### config.mk
export PLATFORM = sky130hd
export DESIGN_NAME = add_sub_serial
export DESIGN_NICKNAME = d
export VERILOG_FILES = /design/src/rtl/add_sub_serial.sv
export SDC_FILE = /design/constraint.sdc
export NUM_CORES = 1
export LEC_CHECK = 0
export CAP_MARGIN = 20
export CELL_PAD_IN_SITES_DETAIL_PLACEMENT = 2
export CELL_PAD_IN_SITES_GLOBAL_PLACEMENT = 2
export CORE_MARGIN = 2
export CORE_UTILIZATION = 32
export CTS_CLUSTER_SIZE = 8
export DETAILED_ROUTE_END_ITERATION = 10
export GPL_ROUTABILITY_DRIVEN = 0
export PLACE_DENSITY_LB_ADDON = 0.1
export SETUP_SLACK_MARGIN = 0.2
export SYNTH_ARGS = -nofsm -noshare
export SYNTH_HDL_FRONTEND = slang
export SYNTH_SLANG_ARGS = --single-unit
### constraint.sdc
create_clock -name clk -period 2.55 [get_ports clk]
set_input_delay 0.3825 -clock clk [delete_from_list [all_inputs] [get_ports clk]]
set_output_delay 0.3825 -clock clk [all_outputs]
set_load 0.02 [all_outputs]
### src/rtl/add_sub_serial.sv
// -----------------------------------------------------------------------------
// add_sub_serial
//
// Digit-serial two's-complement adder/subtractor. Operands are accepted via a
// valid/ready handshake, then processed DIGIT bits per clock, LSB first. The
// result and flags are held under an output valid/ready handshake.
// Subtraction is a + ~b + 1: the inverted B is latched and the carry register
// is preloaded with the mode bit.
//
// Parameters:
//   WIDTH : operand/result width in bits (>= 2)
//   DIGIT : bits processed per RUN cycle, must divide WIDTH
//
// Ports:
//   clk       : rising-edge clock
//   rst_n     : asynchronous active-low reset
//   in_valid  : operands and mode valid
//   in_ready  : block can accept operands (IDLE only)
//   a, b      : operands
//   m         : mode, 0 = a+b, 1 = a-b
//   out_valid : result valid (DONE only)
//   out_ready : consumer takes result
//   sum       : result, modulo 2^WIDTH
//   cout      : carry out of MSB (subtract: 1 = no borrow)
//   ovf       : signed overflow
//
// Build option:
//   ADD_SUB_SERIAL_SATURATE_EN : when defined, an overflowing sum is clamped
//   to the most positive/negative value according to the sign of a. cout and
//   ovf always report the unclamped arithmetic.
// -----------------------------------------------------------------------------
module add_sub_serial #(
   parameter int WIDTH = 16,
   parameter int DIGIT = 4
) (
   input  logic             clk,
   input  logic             rst_n,
   input  logic             in_valid,
   output logic             in_ready,
   input  logic [WIDTH-1:0] a,
   input  logic [WIDTH-1:0] b,
   input  logic             m,
   output logic             out_valid,
   input  logic             out_ready,
   output logic [WIDTH-1:0] sum,
   output logic             cout,
   output logic             ovf
);

   localparam int N  = WIDTH / DIGIT;
   localparam int CW = (N > 1) ? $clog2(N) : 1;
   localparam logic [CW-1:0] LAST_CNT = CW'(N - 1);

   generate
      if ((WIDTH < 2) || (DIGIT < 1) || ((WIDTH % DIGIT) != 0)) begin : g_bad_param
         $error("add_sub_serial: WIDTH must be >= 2 and a multiple of DIGIT");
      end
   endgenerate

   typedef enum logic [1:0] {
      ST_IDLE = 2'd0,
      ST_RUN  = 2'd1,
      ST_DONE = 2'd2
   } state_t;

   state_t           state_q,     state_d;
   logic [WIDTH-1:0] a_q,         a_d;
   logic [WIDTH-1:0] b_q,         b_d;
   logic             carry_q,     carry_d;
   logic [CW-1:0]    cnt_q,       cnt_d;
   logic [WIDTH-1:0] res_q,       res_d;
   logic [WIDTH-1:0] sum_q,       sum_d;
   logic             cout_q,      cout_d;
   logic             ovf_q,       ovf_d;
   logic             in_ready_q,  in_ready_d;
   logic             out_valid_q, out_valid_d;

   logic [DIGIT-1:0] a_sl_s;
   logic [DIGIT-1:0] b_sl_s;
   logic [DIGIT:0]   slice_s;
   logic [WIDTH-1:0] res_ins_s;
   logic             cin_msb_s;
   logic             ovf_s;
   logic [WIDTH-1:0] final_sum_s;

   // Slice adder: current digit of both operands plus the running carry.
   always_comb begin
      a_sl_s    = a_q[cnt_q*DIGIT +: DIGIT];
      b_sl_s    = b_q[cnt_q*DIGIT +: DIGIT];
      slice_s   = {1'b0, a_sl_s} + {1'b0, b_sl_s} + {{DIGIT{1'b0}}, carry_q};
      res_ins_s = res_q;
      res_ins_s[cnt_q*DIGIT +: DIGIT] = slice_s[DIGIT-1:0];
      // Carry into the MSB recovered from the MSB sum bit: s = a ^ b ^ cin.
      cin_msb_s = a_q[WIDTH-1] ^ b_q[WIDTH-1] ^ res_ins_s[WIDTH-1];
      ovf_s     = cin_msb_s ^ slice_s[DIGIT];
   end

   // Final sum selection, optionally clamped on signed overflow.
   always_comb begin
`ifdef ADD_SUB_SERIAL_SATURATE_EN
      if (ovf_s) begin
         if (a_q[WIDTH-1]) begin
            final_sum_s = {1'b1, {(WIDTH-1){1'b0}}};
         end else begin
            final_sum_s = {1'b0, {(WIDTH-1){1'b1}}};
         end
      end else begin
         final_sum_s = res_ins_s;
      end
`else
      final_sum_s = res_ins_s;
`endif
   end

   // Next-state and datapath update logic.
   always_comb begin
      state_d     = state_q;
      a_d         = a_q;
      b_d         = b_q;
      carry_d     = carry_q;
      cnt_d       = cnt_q;
      res_d       = res_q;
      sum_d       = sum_q;
      cout_d      = cout_q;
      ovf_d       = ovf_q;
      in_ready_d  = in_ready_q;
      out_valid_d = out_valid_q;
      case (state_q)
         ST_IDLE: begin
            if (in_valid) begin
               a_d        = a;
               b_d        = b ^ {WIDTH{m}};
               carry_d    = m;
               cnt_d      = {CW{1'b0}};
               in_ready_d = 1'b0;
               state_d    = ST_RUN;
            end else begin
               state_d    = ST_IDLE;
            end
         end
         ST_RUN: begin
            res_d   = res_ins_s;
            carry_d = slice_s[DIGIT];
            if (cnt_q == LAST_CNT) begin
               cnt_d       = {CW{1'b0}};
               sum_d       = final_sum_s;
               cout_d      = slice_s[DIGIT];
               ovf_d       = ovf_s;
               out_valid_d = 1'b1;
               state_d     = ST_DONE;
            end else begin
               cnt_d       = cnt_q + CW'(1);
               state_d     = ST_RUN;
            end
         end
         ST_DONE: begin
            if (out_ready) begin
               out_valid_d = 1'b0;
               in_ready_d  = 1'b1;
               state_d     = ST_IDLE;
            end else begin
               state_d     = ST_DONE;
            end
         end
         default: begin
            out_valid_d = 1'b0;
            in_ready_d  = 1'b1;
            state_d     = ST_IDLE;
         end
      endcase
   end

   // State and datapath registers with asynchronous clear.
   always_ff @(posedge clk or negedge rst_n) begin
      if (!rst_n) begin
         state_q     <= ST_IDLE;
         a_q         <= {WIDTH{1'b0}};
         b_q         <= {WIDTH{1'b0}};
         carry_q     <= 1'b0;
         cnt_q       <= {CW{1'b0}};
         res_q       <= {WIDTH{1'b0}};
         sum_q       <= {WIDTH{1'b0}};
         cout_q      <= 1'b0;
         ovf_q       <= 1'b0;
         in_ready_q  <= 1'b1;
         out_valid_q <= 1'b0;
      end else begin
         state_q     <= state_d;
         a_q         <= a_d;
         b_q         <= b_d;
         carry_q     <= carry_d;
         cnt_q       <= cnt_d;
         res_q       <= res_d;
         sum_q       <= sum_d;
         cout_q      <= cout_d;
         ovf_q       <= ovf_d;
         in_ready_q  <= in_ready_d;
         out_valid_q <= out_valid_d;
      end
   end

   assign in_ready  = in_ready_q;
   assign out_valid = out_valid_q;
   assign sum       = sum_q;
   assign cout      = cout_q;
   assign ovf       = ovf_q;

endmodule

* After elaboration in Yosys (flattened, before gate mapping)
Cells that the tools add are included.
** Operators by class
- Add/sub/neg operators :: 4
- Equality and inequality tests :: 6
- Shift-type cells :: 4
- Muxes and demuxes :: 16
- Bitwise operators :: 6
- Reduce and logical (&&, ||, !) cells :: 7
** Operator list (number)
- negation 4 -> 34 bit :: 1
- variable shift 4 x 34 -> 16 bit, first input constant :: 1
- variable part select 4 x 34 -> 16 bit :: 1
- variable part select 16 x 5 -> 4 bit :: 2
- bitwise mux 16 bit :: 1
- XOR 16 bit :: 1
- 2-to-1 mux 2 bit :: 4
- 2-to-1 mux 1 bit :: 6
- != test 2 bit, second input constant :: 3
- case mux 1 bit (3 select lines) :: 2
- case mux 2 bit (3 select lines) :: 1
- AND reduction 2 bit :: 3
- AND reduction 3 bit :: 2
- adder 4 x 4 -> 5 bit :: 1
- adder 5 x 1 -> 5 bit :: 1
- equality test 2 bit, second input constant :: 2
- case mux 2 bit (2 select lines) :: 1
- XOR 1 bit :: 3
- adder 2 x 1 -> 2 bit, second input constant :: 1
- equality test 2 x 1 -> 1 bit, second input constant :: 1
- zero test 2 bit :: 1
- inverter 1 bit :: 2
- case mux 1 bit (2 select lines) :: 1
- nonzero test 2 bit :: 1
** Word-level totals
- Register bits :: 73
- Input port bits :: 37
- Output and inout bits :: 20
- Word-level logic and storage cells :: 54

* Depth between registers and ports, before layout
Gate-level depths: netlist of the first run.
- Word-level depth :: 7
- Mapped depth :: 10
- Gate-level depth less buffers :: 9

* Worst setup path after synthesis of the first run
No wires, ideal clock.
- Path type :: register -> register
- From :: register cnt_q[0]
- To :: register ovf_q, in the netlist ovf
- Setup time :: 0.129 ns
- Data arrival time :: 2.556 ns
- Data required time :: 2.421 ns
- Path slack :: -0.135 ns
- Stages on the path, launching flop included :: 11
- Buffers on the path :: 1
- Period minus slack after synthesis :: 2.685 ns
- Path through :: dfrtp_1 -> buf_2 -> mux4_2 -> fa_1 -> inv_1 -> fa_1 -> nand2b_1 -> o2bb2ai_1 -> xnor2_1 -> xnor2_1 -> o21ai_1
** Between the ends
- Cells in the longest elaborated chain, start to end :: 7
- Elaborated cells between the ends (all ways) :: 12
- Those cells by class :: add/sub (3); eq/ne (1); shift (4); mux (1); bitwise (2); reduce/logical (1)
** RTL lines
- start, declared :: line 70 : logic [CW-1:0] cnt_q, cnt_d;
- start signal, assigned :: line 180 : cnt_q <= {CW{1'b0}};
- start signal, assigned :: line 192 : cnt_q <= cnt_d;
- variable part select 16 x 5 -> 4 bit, on equally long branches :: line 88, 89
- adder 4 x 4 -> 5 bit :: line 90 : slice_s = {1'b0, a_sl_s} + {1'b0, b_sl_s} + {{DIGIT{1'b0}}, carry_q};
- adder 5 x 1 -> 5 bit :: line 90
- variable part select 4 x 34 -> 16 bit :: line 92 : res_ins_s[cnt_q*DIGIT +: DIGIT] = slice_s[DIGIT-1:0];
- bitwise mux 16 bit :: line 92
- XOR 1 bit :: line 94 : cin_msb_s = a_q[WIDTH-1] ^ b_q[WIDTH-1] ^ res_ins_s[WIDTH-1];
- XOR 1 bit :: line 95 : ovf_s = cin_msb_s ^ slice_s[DIGIT];
- end signal, assigned :: line 196 : ovf_q <= ovf_d;
- end, declared :: line 74 : logic ovf_q, ovf_d;
Parallel ways exist; a longest one is shown, timed or not.
A chain may end at the register's enable or synchronous reset.

* Worst setup path in the final report of the first run
- From :: register cnt_q[0]
- To :: register res_q[14]
** Between the ends
- Cells in the longest elaborated chain, start to end :: 5
- Elaborated cells between the ends (all ways) :: 8
- Those cells by class :: add/sub (3); shift (4); mux (1)
** RTL lines
- variable part select 16 x 5 -> 4 bit, on equally long branches :: line 88, 89
- adder 4 x 4 -> 5 bit :: line 90
- adder 5 x 1 -> 5 bit :: line 90
- variable part select 4 x 34 -> 16 bit :: line 92
- bitwise mux 16 bit (*) :: line 92
- end signal, assigned :: line 181 : res_q <= {WIDTH{1'b0}};
- end signal, assigned :: line 193 : res_q <= res_d;
- end, declared :: line 71 : logic [WIDTH-1:0] res_q, res_d;
Every way passes the cells marked *; elsewhere a longest branch is shown, timed or not.

==> impl_results.md, run 1 <==
- Status: complete, no violations
- Sw power: 3.13 mW
- Critical Path Sink: res_q[14]
- Slew headroom: 0.614
- Dominant synthesized flop cell: dfrtp_1
- Largest net degree at the start of global routing: 37
- Crit Path Class: reg -> reg
- IO buf count: 56
- Critical Path RT: 2790 ps
- DRC errors left: 0
- Sw Ratio: 0.406
- Seq/Total Area, Yosys: 0.526
- Post-Place Cells: 493
- Post-Route WL: 8.81 mm
- Reg2Reg Depth: 8
- Die height: 108 um
- Clk slew on worst S/H paths: 80 ps
- CP arrival: 2630 ps
- CP Capture Type: flop
- Clock sink total: 73
- Multi-input combinational cell area: 1630 um2
- Final Cell Area: 4650 um2
- Root Driver: clkbuf_8
- Rows: 38
- Starting Density: 0.325
- Post-synth top area share: 0.518
- Via density: 4.93
- Mapped cell area: 3480 um2
- Hold Crit Class: in -> async
- Antenna cells: 0
- First-pass DRT Iterations: 4
- Total CTS buffers: 9
- Slew at the pin closest to its max-slew limit: 576 ps
- Fin crit share: 0.934
- F_max: 420 MHz
- Global-route wire length before repair: 14.5 mm
- Worst setup SP type: flop
- Synthesis-to-layout area growth: 33.7%
- Internal power: 4.57 mW
- CP Max Fanout: 5
- RSZ-0062 raised after global routing: true
- Filler cells: 1129
- Vias in the first global route: 2763
- Final HPWL DP: 6.46 mm
- Mapped Avg Cell Area: 11.7 um2
- Io pins: 57
- WL/cell: 17.0 um
- Final Hold Vio Count: 0
- Max VDD drop: 0.784 mV
- Count of cell types in the netlist: 37
- Pwr Density: 1660 nW/um2
- Net Count, Synth: 345
- Combinational power share: 0.607
- Setup TNS: 0 ps
- Most frequent cells in the layout: dfrtp_1, clkdlybuf4s50_1, nand2_1
- Post-synth ARST share: 1.00
- Clk pwr share: 0.133
- Flop2flop setup slack: 170 ps
- Synth top area cells: dfrtp_1, mux2_2, mux4_2, xnor2_1, a22oi_1
- CTS Buffer Depth: 2
- CTS tree: built
- Worst skew pair latency: 350 ps
- Grt ovf: 0
- Placed instance area: 4290 um2
- Crit Reg-Reg Endpoint: res_q[14]
- Post-synth EDFFs: 0
- Die area: 11700 um2
- Initial antenna violation count: 0
- Antenna-violating nets left: 0
- WHS: 4.41 ps
- Die X: 108 um
- Commonest non-fill, non-tap cell in the layout: dfrtp_1
- Sequential Area: 1830 um2
- DRT iter0 DRCs: 52
- Slew Limit Fails: 0
- Post-layout nets: 420
- Critical path origin: cnt_q[0]
- Max H-tree Level: 3
- Core area: 10700 um2
- Finished Layout Cells: 517
- Number of synthesized register bits: 73
- Worst reg2reg path startpoint: cnt_q[0]
- Leakage: 1.90 nW
- Syn. warnings: 0
- Final min period: 2380 ps
- Layout cell share with drive strength beyond 1: 0.236
- Max_cap viols: 0
- Post-Route Skew: 9.53 ps
- Setup violations, final: 0
- Leading area contributor after synthesis: dfrtp_1
- Sequential share of power: 0.260
- GRT Total Usage: 0.166
- Via count: 2551
- Post-Synthesis Cells: 297
## state kept, by name, summed over array words and instances (netlist names)
| register | flops |
|---|---|
| sum | 16 |
| cout | 1 |
| cnt_q | 2 |
| out_valid | 1 |
| in_ready | 1 |
| res_q | 16 |
| carry_q | 1 |
| state_q | 2 |
| a_q | 16 |
| b_q | 16 |
| ovf | 1 |
## power by group through the flow
stage | sequential (mW) | clock [mW] | combinational, mW
global route | 2.07 | 1.10 | 5.12
finish | 2.00 | 1.03 | 4.67
detailed placement | 2.03 | 0 | 3.98
floorplan | 2.03 | 0 | 2.55
CTS | 2.02 | 1.06 | 4.60
global placement | 2.01 | 0 | 3.87
## synthesized netlist by cell type (2+ instances only)
master	n
and2_1	2
buf_2	7
fa_1	2
mux4_2	8
a32o_1	4
xnor2_1	19
a22o_1	11
mux2_2	17
nor4b_2	2
inv_1	10
ha_1	9
nand2_1	31
a22oi_1	16
nand2b_1	4
nor2_1	21
o21ai_1	8
o31ai_1	2
a21oi_1	19
dfrtp_1	72
clkbuf_1	6
o21ai_0	11
## through the flow
step                total power, mW   util  setup WS, ps
global placement               5.89  0.401           103
detailed placement             6.01  0.401          52.0
CTS                            7.68  0.431           129
floorplan                      4.58      -           128
finish                         7.70  0.435           168
global route                   8.28  0.435          30.1
## critical path: stages (launching register included)
cell,delay [ps]
dfrtp_2,440
mux4_2,550
fa_2,390
inv_2,60
fa_2,200
xnor2_1,90
buf_4,160
and2_4,160
a22o_1,230
## area by class of cell
| cell class | instances | area share |
|---|---|---|
| flip-flops and latches | 73 | 0.394 |
| multi-input cells | 199 | 0.351 |
| repair buffers | 79 | 0.162 |
| well taps | 140 | 0.0377 |
| clock buffers | 11 | 0.0304 |
| clock inverters | 5 | 0.0170 |
| inverters | 10 | 0.00861 |
## worst min path at each step
stage               startpoint  endpoint  slack [ps]  cells after the start
global placement         rst_n    sum[2]         400                      1
global route             rst_n    sum[5]           7                      1
finish                   rst_n    sum[5]           4                      1
detailed placement       rst_n    sum[1]         400                      1
floorplan                rst_n    a_q[0]          90                      0
CTS                      rst_n    sum[5]           2                      1
## kinds of logic (layout without fill, tap and decap cells)
family,after synthesis,count (layout),synth area share
simple gates,68,68,0.0972
fa+ha+maj,11,11,0.0439
compound gates,74,74,0.141
flops,73,73,0.526
xor+xnor,21,21,0.0551
mux,25,25,0.107
buf+inv,25,105,0.0306
## repair_timing
action / 4_1_cts / 5_1_grt
gates resized for setup: 7 / 6
hold buffers: 0 / 0
buffers inserted: 7 / 1
pin swaps: 3 / 2
hold endpoints to repair: 0 / 0
endpoints found under the setup margin: 14 / 24
## metal layers
layer | track usage | wire (um)
met4 | 0.0604 | 132
met3 | 0.0362 | 209
met2 | 0.294 | 4710
met1 | 0.197 | 3760
met5 | 0 | 0
Note: power is estimated with default switching activity, not from simulation.
==> run 2, diff against run 1 <==
--- a/config.mk
+++ b/config.mk
@@ -15,6 +15,7 @@
 export GPL_ROUTABILITY_DRIVEN = 0
 export PLACE_DENSITY_LB_ADDON = 0.1
 export SETUP_SLACK_MARGIN = 0.2
+export SLEW_MARGIN = 15
 export SYNTH_ARGS = -nofsm -noshare
 export SYNTH_HDL_FRONTEND = slang
 export SYNTH_SLANG_ARGS = --single-unit
==> results of run 2 <==
Same layout as run 1: the final DEF is identical, and so are final timing and power.
==> run 3, diff against run 2 <==
--- a/config.mk
+++ b/config.mk
@@ -8,7 +8,7 @@
 export CAP_MARGIN = 20
 export CELL_PAD_IN_SITES_DETAIL_PLACEMENT = 2
 export CELL_PAD_IN_SITES_GLOBAL_PLACEMENT = 2
-export CORE_MARGIN = 2
+export CORE_MARGIN = 5
 export CORE_UTILIZATION = 32
 export CTS_CLUSTER_SIZE = 8
 export DETAILED_ROUTE_END_ITERATION = 10
==> impl_results.md, run 3 (synthesized netlist as in run 1, its figures left out) <==
- Pwr Density: 1690 nW/um2 (was 1660 nW/um2)
- Die area: 13100 um2 (was 11700 um2)
- Combinational power share: 0.631 (was 0.607)
- Vias in the first global route: 2838 (was 2763)
- Setup violations, final: 0 (unchanged)
- Io pins: 57 (unchanged)
- CTS Buffer Depth: 2 (unchanged)
- Sw power: 3.30 mW (was 3.13 mW)
- Core Util, Final: 0.440 (was 0.435)
- Slew headroom: 0.595 (was 0.614)
- Sequential share of power: 0.253 (was 0.260)
- Worst setup SP type: flop (unchanged)
- Hold_buf cts: 0 (unchanged)
- Final WS setup: 110 ps (was 168 ps)
- Grt ovf: 0 (unchanged)
- Slew Limit Fails: 0 (unchanged)
- DRT iter0 DRCs: 65 (was 52)
- GRT Total Usage: 0.147 (was 0.166)
- CP arrival: 2680 ps (was 2630 ps)
- Final Hold Vio Count: 0 (unchanged)
- F_max: 410 MHz (was 420 MHz)
- Post-layout nets: 422 (was 420)
- Max H-tree Level: 3 (unchanged)
- Synthesis-to-layout area growth: 36.1% (was 33.7%)
- Commonest non-fill, non-tap cell in the layout: dfrtp_1 (unchanged)
- Die height: 114 um (was 108 um)
- Flop2flop setup slack: 110 ps (was 170 ps)
- Die X: 114 um (was 108 um)
- Global-route wire length before repair: 14.9 mm (was 14.5 mm)
- Pre-CTS setup slack: 80.3 ps (was 52.0 ps)
- Layout cell share with drive strength beyond 1: 0.264 (was 0.236)
- Hold Crit Class: in -> async (unchanged)
- CP Capture Type: flop (unchanged)
- Via density: 4.93 (about the same)
- Clk slew on worst S/H paths: 80 ps (about the same)
- Starting Density: 0.324 (was 0.325)
- GR Util met1: 0.180 (was 0.197)
- Via count: 2558 (was 2551)
- Reg2Reg Depth: 9 (was 8)
- Root Driver: clkbuf_8 (unchanged)
- Max VDD drop: 0.694 mV (was 0.784 mV)
- Final HPWL DP: 6.49 mm (was 6.46 mm)
- Final min period: 2440 ps (was 2380 ps)
- Fin crit share: 0.957 (was 0.934)
- Crit Path Class: reg -> reg (unchanged)
- Routing usage on met2: 0.257 (was 0.294)
- Leakage: 1.93 nW (was 1.90 nW)
- First-pass DRT Iterations: 4 (unchanged)
- Worst skew pair latency: 350 ps (about the same)
- GRT met3 Usage: 0.0317 (was 0.0362)
- RSZ-0062 raised after global routing: true (unchanged)
- Antenna-violating nets left: 0 (unchanged)
- Rows: 38 (unchanged)
- Internal power: 4.67 mW (was 4.57 mW)
- CTS tree: built (unchanged)
- Core area: 10700 um2 (about the same)
- DRC errors left: 0 (unchanged)
- Status: complete, no violations (unchanged)
- Critical Path RT: 2780 ps (was 2790 ps)
- Setup TNS: 0 ps (unchanged)
- Clock sink total: 73 (unchanged)
- Initial antenna violation count: 0 (unchanged)
- Gr busiest metal: met2 (unchanged)
- Slew at the pin closest to its max-slew limit: 605 ps (was 576 ps)
- Most frequent cells in the layout: dfrtp_1, clkdlybuf4s50_1, nand2_1 (unchanged)
- Total CTS buffers: 9 (unchanged)
- Clk pwr share: 0.116 (was 0.133)
- Post-Route Skew: 10.1 ps (was 9.53 ps)
- Sw Ratio: 0.414 (was 0.406)
- WL/cell: 17.4 um (was 17.0 um)
- Post-Route WL: 9.01 mm (was 8.81 mm)
- WHS: 55.9 ps (was 4.41 ps)
- Finished Layout Cells: 519 (was 517)
- CP Max Fanout: 5 (unchanged)
- Post-Place Cells: 494 (was 493)
- IO buf count: 56 (unchanged)
- Antenna cells: 0 (unchanged)
- Max_cap viols: 0 (unchanged)
- Largest net degree at the start of global routing: 74 (was 37)
run 3: critical path, stage by stage, from the launching register on:
cell     delay (ps)
dfrtp_2         450
buf_4           140
buf_6           100
mux4_2          530
ha_4            280
a21oi_2         160
and2_4          200
xnor2_4          80
and2_4          160
a22o_1          220
run 3: per-stage QoR:
step                area [um2]  power [mW]
finish                    4730        7.98
global route              4730        8.49
CTS                       4610        7.40
detailed placement        4310        6.02
global placement          4310        5.92
floorplan                 3520        4.58
run 3: path summary, 6_finish.rpt:
path,startpoint,to
max in group asynchronous,rst_n,in_ready
min in group clk,sum[8],sum[8]
max reg2reg,cnt_q[0],res_q[3]
min,rst_n,sum[6]
max,cnt_q[0],res_q[3]
min reg2reg,sum[8],sum[8]
run 3: cell type report:
class,instances,area [um2]
sequential,73,1830
clock inverter,5,55.1
multi-input combinational,199,1700
timing repair buffer,81,795
tap,140,175
fill,1112,6010
clock buffer,11,141
inverter,10,40.0
run 3: layer usage:
metal	vias to the layer above	part of all wire
met4	0	0.012
met3	8	0.034
li1	1205	-
met1	1294	0.42
met5	-	0
met2	51	0.53
run 3: timing repair:
item / in CTS / in global routing
pin swaps: 12 / 12
gates cloned: 0 / 0
endpoints found under the setup margin: 17 / 26
setup buffers: 4 / 5
gates resized for setup: 15 / 15
run 3: power by group through the flow:
stage | clock (mW) | combinational, mW | sequential, mW
after global placement | 0 | 3.89 | 2.03
final | 0.923 | 5.04 | 2.02
after CTS | 0.952 | 4.42 | 2.03
after floorplan | 0 | 2.55 | 2.03
after global routing | 0.996 | 5.40 | 2.09
after detailed placement | 0 | 3.97 | 2.04
